[src/rtl/spi_bus_arbiter.sv]
// Round-robin arbiter sharing one SPI memory engine between the fetch (F) and data (D) ports,
// with a watchdog that aborts a transaction the engine never completes.
module spi_bus_arbiter #(
   parameter int unsigned ADDR_W  = 16,
   parameter int unsigned DATA_W  = 16,
   parameter int unsigned TIMEOUT = 1024
) (
   input  logic              clk,
   input  logic              rst,
   input  logic              f_req,
   input  logic [ADDR_W-1:0] f_addr,
   output logic              f_ack,
   output logic              f_err,
   output logic [DATA_W-1:0] f_rdata,
   input  logic              d_req,
   input  logic              d_we,
   input  logic [ADDR_W-1:0] d_addr,
   input  logic [DATA_W-1:0] d_wdata,
   output logic              d_ack,
   output logic              d_err,
   output logic [DATA_W-1:0] d_rdata,
   output logic              eng_start,
   output logic              eng_we,
   output logic [ADDR_W-1:0] eng_addr,
   output logic [DATA_W-1:0] eng_wdata,
   output logic              eng_abort,
   input  logic              eng_busy,
   input  logic              eng_done,
   input  logic [DATA_W-1:0] eng_rdata,
   output logic              owner
);

   localparam int unsigned      CNT_W   = $clog2(TIMEOUT);
   localparam logic [CNT_W-1:0] CNT_MAX = CNT_W'(TIMEOUT - 1);

   typedef enum logic [2:0] {StIdle, StIssue, StWait, StResp, StRecover} state_e;

   state_e           state;
   logic             last_d;
   logic [CNT_W-1:0] wdog;
   logic             grant_d;
   logic             timeout;

   // On a tie the port that was not served last wins.
   assign grant_d = d_req && (!f_req || !last_d);

   // A completion arriving on the final watchdog cycle takes precedence over the abort.
   assign timeout   = (state == StWait) && !eng_done && (wdog == CNT_MAX);
   assign eng_start = (state == StIssue) && !eng_busy;
   assign eng_abort = timeout;
   assign f_err     = timeout && !owner;
   assign d_err     = timeout && owner;

   always_ff @(posedge clk or posedge rst) begin
      if (rst) begin
         state     <= StIdle;
         last_d    <= 1'b1;
         owner     <= 1'b0;
         wdog      <= '0;
         eng_we    <= 1'b0;
         eng_addr  <= '0;
         eng_wdata <= '0;
         f_ack     <= 1'b0;
         d_ack     <= 1'b0;
         f_rdata   <= '0;
         d_rdata   <= '0;
      end else begin
         f_ack <= 1'b0;
         d_ack <= 1'b0;
         unique case (state)
            StIdle: begin
               if (f_req || d_req) begin
                  owner     <= grant_d;
                  last_d    <= grant_d;
                  eng_we    <= grant_d && d_we;
                  eng_addr  <= grant_d ? d_addr : f_addr;
                  eng_wdata <= grant_d ? d_wdata : '0;
                  state     <= StIssue;
               end
            end
            StIssue: begin
               if (!eng_busy) begin
                  wdog  <= '0;
                  state <= StWait;
               end
            end
            StWait: begin
               if (eng_done) begin
                  if (owner) begin
                     d_ack <= 1'b1;
                     if (!eng_we) d_rdata <= eng_rdata;
                  end else begin
                     f_ack   <= 1'b1;
                     f_rdata <= eng_rdata;
                  end
                  state <= StResp;
               end else if (wdog == CNT_MAX) begin
                  state <= StRecover;
               end else begin
                  wdog <= wdog + CNT_W'(1);
               end
            end
            StResp: state <= StIdle;
            StRecover: begin
               if (!eng_busy) state <= StIdle;
            end
            default: state <= StIdle;
         endcase
      end
   end

endmodule

[config.mk]
export PLATFORM = sky130hd
export DESIGN_NAME = spi_bus_arbiter
export DESIGN_NICKNAME = d
export VERILOG_FILES = /design/src/rtl/spi_bus_arbiter.sv
export SDC_FILE = /design/constraint.sdc
export NUM_CORES = 1
export LEC_CHECK = 0
export ABC_AREA = 1
export BUFFER_PORTS_ARGS = -buffer_cell sky130_fd_sc_hd__clkbuf_2
export CAP_MARGIN = 40
export CORE_UTILIZATION = 44
export DETAILED_ROUTE_END_ITERATION = 8
export GPL_TIMING_DRIVEN = 0
export PLACE_DENSITY = 0.76
export SLEW_MARGIN = 30
export SYNTH_ARGS = -nofsm -noshare
export SYNTH_HDL_FRONTEND = slang
export SYNTH_SLANG_ARGS = --single-unit
[constraint.sdc]
create_clock -name clk -period 2.35 [get_ports clk]
set_clock_uncertainty 0.2 [all_clocks]
set_input_delay 0 -clock clk [delete_from_list [all_inputs] [get_ports clk]]
set_output_delay 0 -clock clk [all_outputs]
set_load 0.02 [all_outputs]
=== Word level (Yosys, flattened, before mapping) ===
Cells that the tools add are included.

* Bits of input ports: 71
* Output and inout port bits: 72
* Flip-flop bits (word level): 82
* Logic and storage cells: 63

* Reductions and logical operators: 21
* Eq/ne operators: 10
* Add/subtract/negate cells: 1
* Multiplexer cells: 18
* Bitwise operators: 2

{| class="wikitable"
|+ Operators by type and width
! kind !! number
|-
| $mux 16 || 2
|-
| $mux 10 || 3
|-
| $pmux 10 s2 || 1
|-
| $mux 3 || 5
|-
| $pmux 3 s4 || 1
|-
| $reduce_and 4->1 || 3
|-
| $add 10x1->10 const B || 1
|-
| $eq 10x10->1 const B || 1
|-
| $ne 2x2->1 const B || 5
|-
| $logic_and 1x1->1 || 7
|-
| $mux 1 || 6
|-
| $logic_not 1->1 || 5
|-
| $eq 3x1->1 const B || 1
|-
| $eq 3x2->1 const B || 1
|-
| $eq 3x3->1 const B || 1
|-
| $logic_not 3->1 || 1
|-
| $ne 3x2->1 const B || 1
|-
| $reduce_and 3->1 || 1
|-
| $logic_or 1x1->1 || 2
|-
| $not 1->1 || 2
|-
| $reduce_and 2->1 || 1
|-
| $reduce_bool 2->1 || 1
|}

=== Longest topological paths before layout ===
* Depth after elaboration: 4
* Gate-level depth with buffers: 10
* Gate-level depth less buffers: 9

=== Worst setup path after synthesis ===
Ideal clock, no wire load.

* Path type: flip-flop to output port
* Start point: register wdog[0]
* End point: output port d_err
* Path buffers: 0
* Setup slack: 745 ps
* Stages on the path, launching flop included: 6
* Required time: 2150 ps
* Arrival: 1405 ps
* Cell sequence: dfrtp_1 -> ha_1 -> nand2_1 -> nor2_2 -> nand3_2 -> nor3_1

* Word-level cells in the longest chain between the ends: 3

{| class="wikitable"
|+ Ends and longest elaborated chain
! element !! line !! source
|-
| start: declaration || 40 || <nowiki>logic [CNT_W-1:0] wdog;</nowiki>
|-
| start signal: assignment || 100 || <nowiki>wdog <= wdog + CNT_W'(1);</nowiki>
|-
| $eq 10x10->1 || 48 || <nowiki>assign timeout = (state == StWait) && !eng_done && (wdog == CNT_MAX);</nowiki>
|-
| $logic_and 1x1->1 || 48 ||
|-
| $logic_and 1x1->1 || 52 || <nowiki>assign d_err = timeout && owner;</nowiki>
|-
| end: declaration || 20 || <nowiki>output logic d_err,</nowiki>
|}

No other way between the ends.

=== Final worst setup path ===
* Start point: register state[2]
* End point: register eng_addr[6]

* Word-level cells in the longest chain between the ends: 2

{| class="wikitable"
|+ Ends and longest elaborated chain
! element !! line !! source
|-
| start: declaration || 38 || <nowiki>state_e state;</nowiki>
|-
| start signal: assignment || 56 || <nowiki>state <= StIdle;</nowiki>
|-
| start signal: assignment || 78 || <nowiki>state <= StIssue;</nowiki>
|-
| start signal: assignment || 84 || <nowiki>state <= StWait;</nowiki>
|-
| $logic_not 3->1 || 70 || <nowiki>unique case (state)</nowiki>
|-
| $reduce_and 2->1 (no source line) || - ||
|-
| end signal: assignment || 76 || <nowiki>eng_addr <= grant_d ? d_addr : f_addr;</nowiki>
|-
| end: declaration || 24 || <nowiki>output logic [ADDR_W-1:0] eng_addr,</nowiki>
|}

No other way between the ends.
A chain may end at the register's enable or synchronous reset.

==> summary.txt <==
H-tree depth -> 3
CP Class -> flip-flop to flip-flop
Syn_area_per_cell -> 8.98 sq um
Post-synthesis sequential area ratio -> 53.9%
Synth Register Bits -> 82
Initial Util -> 45.9%
Post-route ant nets -> 0
Largest net degree at the start of global routing -> 71
Reg2reg start -> state[2]$_DFFE_PP0P_
WL final -> 11000 um
Design Area, Final -> 5670 sq um
Status -> complete, no violations
TritonCTS clock tree -> yes
Row count -> 33
Area delta synth->final -> 48.8%
GRT busiest layer -> met2
GRT Util Overall -> 25.9%
Grt ovf -> 0
Worst IR drop on VDD -> 0.798 mV
Global-route wire length before repair -> 17800 um
Vias in the first global route -> 3828
I/O Buffers -> 142
Clock Sinks -> 82
Number of fill cells -> 617
Crit start category -> flip-flop
Worst min path class -> input pin to flip-flop
Area post-placement -> 4680 sq um
Vias per cell -> 4.91
Hpwl dp -> 7070 um
Met3 GRT Util -> 3.91%
Wire per inst -> 14.4 um
CP max FO -> 6
Nets -> 729
Hold Vio Cnt, Final -> 0
Synth warn -> 0
Fraction of layout cells with a size suffix above 1 -> 34.7%
Crit path DAT -> 2370 ps
Post-Syn Area -> 3810 sq um
Final Slew Violations -> 0
Vias -> 3765
Final setup fails -> 0
Period utilization -> 98.4%
Count of cell types in the netlist -> 33
Synth area leaders -> dfrtp_1 (53%), nand2_1 (9.6%), nand3_1 (6.0%)
Routability cong. -> 0.858
Critical path required time -> 2410 ps
Final core occ -> 68.3%
# diodes -> 0
TritonCTS Buffers -> 9
Core area -> 8300 sq um
Setup TNS -> 0 ps
Die width -> 95.0 um
Ports -> 143
CP Capture Type -> flip-flop
M1 GR Usage -> 31.3%
Total power -> 6.36 mW
Synthesized instance count -> 424
Syn nets -> 496
Initial antenna violation count -> 0
Minimum clock period -> 2310 ps
Max Clk Rate -> 433 MHz
Area leader, netlist -> dfrtp_1
CTS root buffer -> clkbuf_8
FF-to-FF setup slack -> 40 ps
Synth top area share -> 53.2%
Worst Max-Slew Pin Slew -> 462 ps
Leak pwr -> 2.90 nW
Rel. slew slack -> 69.2%
Worst Hold Path EP -> eng_wdata[9]$_DFFE_PP0P_
Max Cap Violations -> 0
Reg-to-Reg End -> eng_addr[6]$_DFFE_PP0P_
R2R depth -> 8
Clock slew seen by the registers of the worst setup and hold paths -> 90 ps
Async set-reset flop share out of synthesis -> 100%
Worst Min Path Start -> f_req
WHS Path Cells -> 5
DRT iter0 DRCs -> 153
Pwr Density -> 1120 nW/um^2
# DRC -> 0
Clk_lat worst skew -> 360 ps
Die Y -> 95.0 um
Synth Flop Type -> dfrtp_1
Met2 global-route usage -> 45.1%
EDFF count, synth -> 0
DR pass1 iterations -> 5
Die area -> 9030 sq um
CTS Buffer Depth -> 2
-- per-layer routing --
metal	vias up	part of all wire [%]
li1	1823	-
met1	1805	41
met5	-	0
met3	38	3.2
met4	0	3.7
met2	99	52
-- sequential cells by signal, summed over array words and instances, names as in the netlist, 3 cells and up --
signal     cells
eng_wdata     16
f_rdata       16
d_rdata       16
wdog          10
state          3
eng_addr      16
-- metrics by stage --
stage	setup slack (ps)	cells	hold WS, ps
6_report	38.7	767	66.8
5_1_grt	-26.4	767	68.9
3_3_place_gp	-875	671	34.9
2_1_floorplan	43.2	424	-120
4_1_cts	28.7	761	62.6
3_5_place_dp	449	672	-277
-- cell usage after synthesis, drive strengths merged, types with 2 or more instances --
library cell and number:
dfrtp 81, nor3 2, inv 52, nand3 47, nand2 118, a21oi 5
buf 11, nor2 20, o21a 16, o21ai 54, nand4 3, clkbuf 7
-- layout by cell type (no fill, tap or decap), drive strengths merged, types with 2 or more instances in the layout --
| cell type | n |
|---|---|
| dlygate4sd3 | 73 |
| nand2 | 118 |
| o21ai | 54 |
| nor2 | 20 |
| inv | 54 |
| nand4 | 3 |
| nand3 | 47 |
| nor3 | 2 |
| a21oi | 5 |
| clkinv | 3 |
| dfrtp | 81 |
| o21a | 16 |
| buf | 19 |
| clkbuf | 158 |
-- area by class of cell --
| type | instances | area [sq um] | share of cell area, % |
|---|---|---|---|
| buffer | 17 | 125 | 2.21 |
| clock buffer | 10 | 138 | 2.43 |
| clock inverter | 6 | 47.5 | 0.839 |
| inverter | 52 | 203 | 3.58 |
| multi-input combinational | 272 | 1450 | 25.6 |
| sequential | 82 | 2050 | 36.2 |
| tap | 105 | 131 | 2.32 |
| timing repair buffer | 223 | 1520 | 26.8 |
-- worst max-delay path by stage --
stage                    startpoint                  endpoint  slack (ps)
4_1_cts        state[2]$_DFFE_PP0P_  eng_addr[14]$_DFFE_PP0P_          30
6_report       state[2]$_DFFE_PP0P_   eng_addr[6]$_DFFE_PP0P_          40
3_3_place_gp                    rst    d_rdata[1]$_DFFE_PP0P_        -880
2_1_floorplan                   rst           d_ack$_DFF_PP0_          40
5_1_grt        state[2]$_DFFE_PP0P_   eng_addr[6]$_DFFE_PP0P_         -30
3_5_place_dp   state[2]$_DFFE_PP0P_    f_rdata[1]$_DFFE_PP0P_         450
-- report_power, final --
group | internal [mW] | total [mW] | leakage [nW] | switching (mW)
clock | 0.422 | 0.959 | 0.0933 | 0.537
combinational | 1.20 | 3.09 | 1.77 | 1.88
sequential | 1.96 | 2.32 | 1.03 | 0.359
-- cell families (layout without fill, tap and decap cells) --
logic type	count (synthesis)	in the layout	share of synthesized area [%]
flip-flops	82	82	53.9
AO/OA/AOI/OAI	77	77	13.4
XOR/XNOR	2	2	0.460
adder cells (fa/ha/maj)	1	1	0.328
buffers and inverters	70	308	8.21
AND/OR/NAND/NOR	192	192	23.7
-- what timing repair did --
| item | 4_1_cts | 5_1_grt |
|---|---|---|
| resized for setup | 0 | 7 |
| endpoints found under the setup margin | 0 | 18 |
| hold buffers | 73 | 0 |
| setup buffers | 0 | 6 |
| hold endpoints to repair | 156 | 0 |
-- critical path: stages, from the launching register on --
cell           delay (ps)
dfrtp_1               430
inv_1                 110
nand2_1               100
a211oi_4              220
buf_4                 200
buf_2                 180
nand3_1                90
dlygate4sd3_1         580
o21a_1                110
Power figures use the tool's default switching activity.
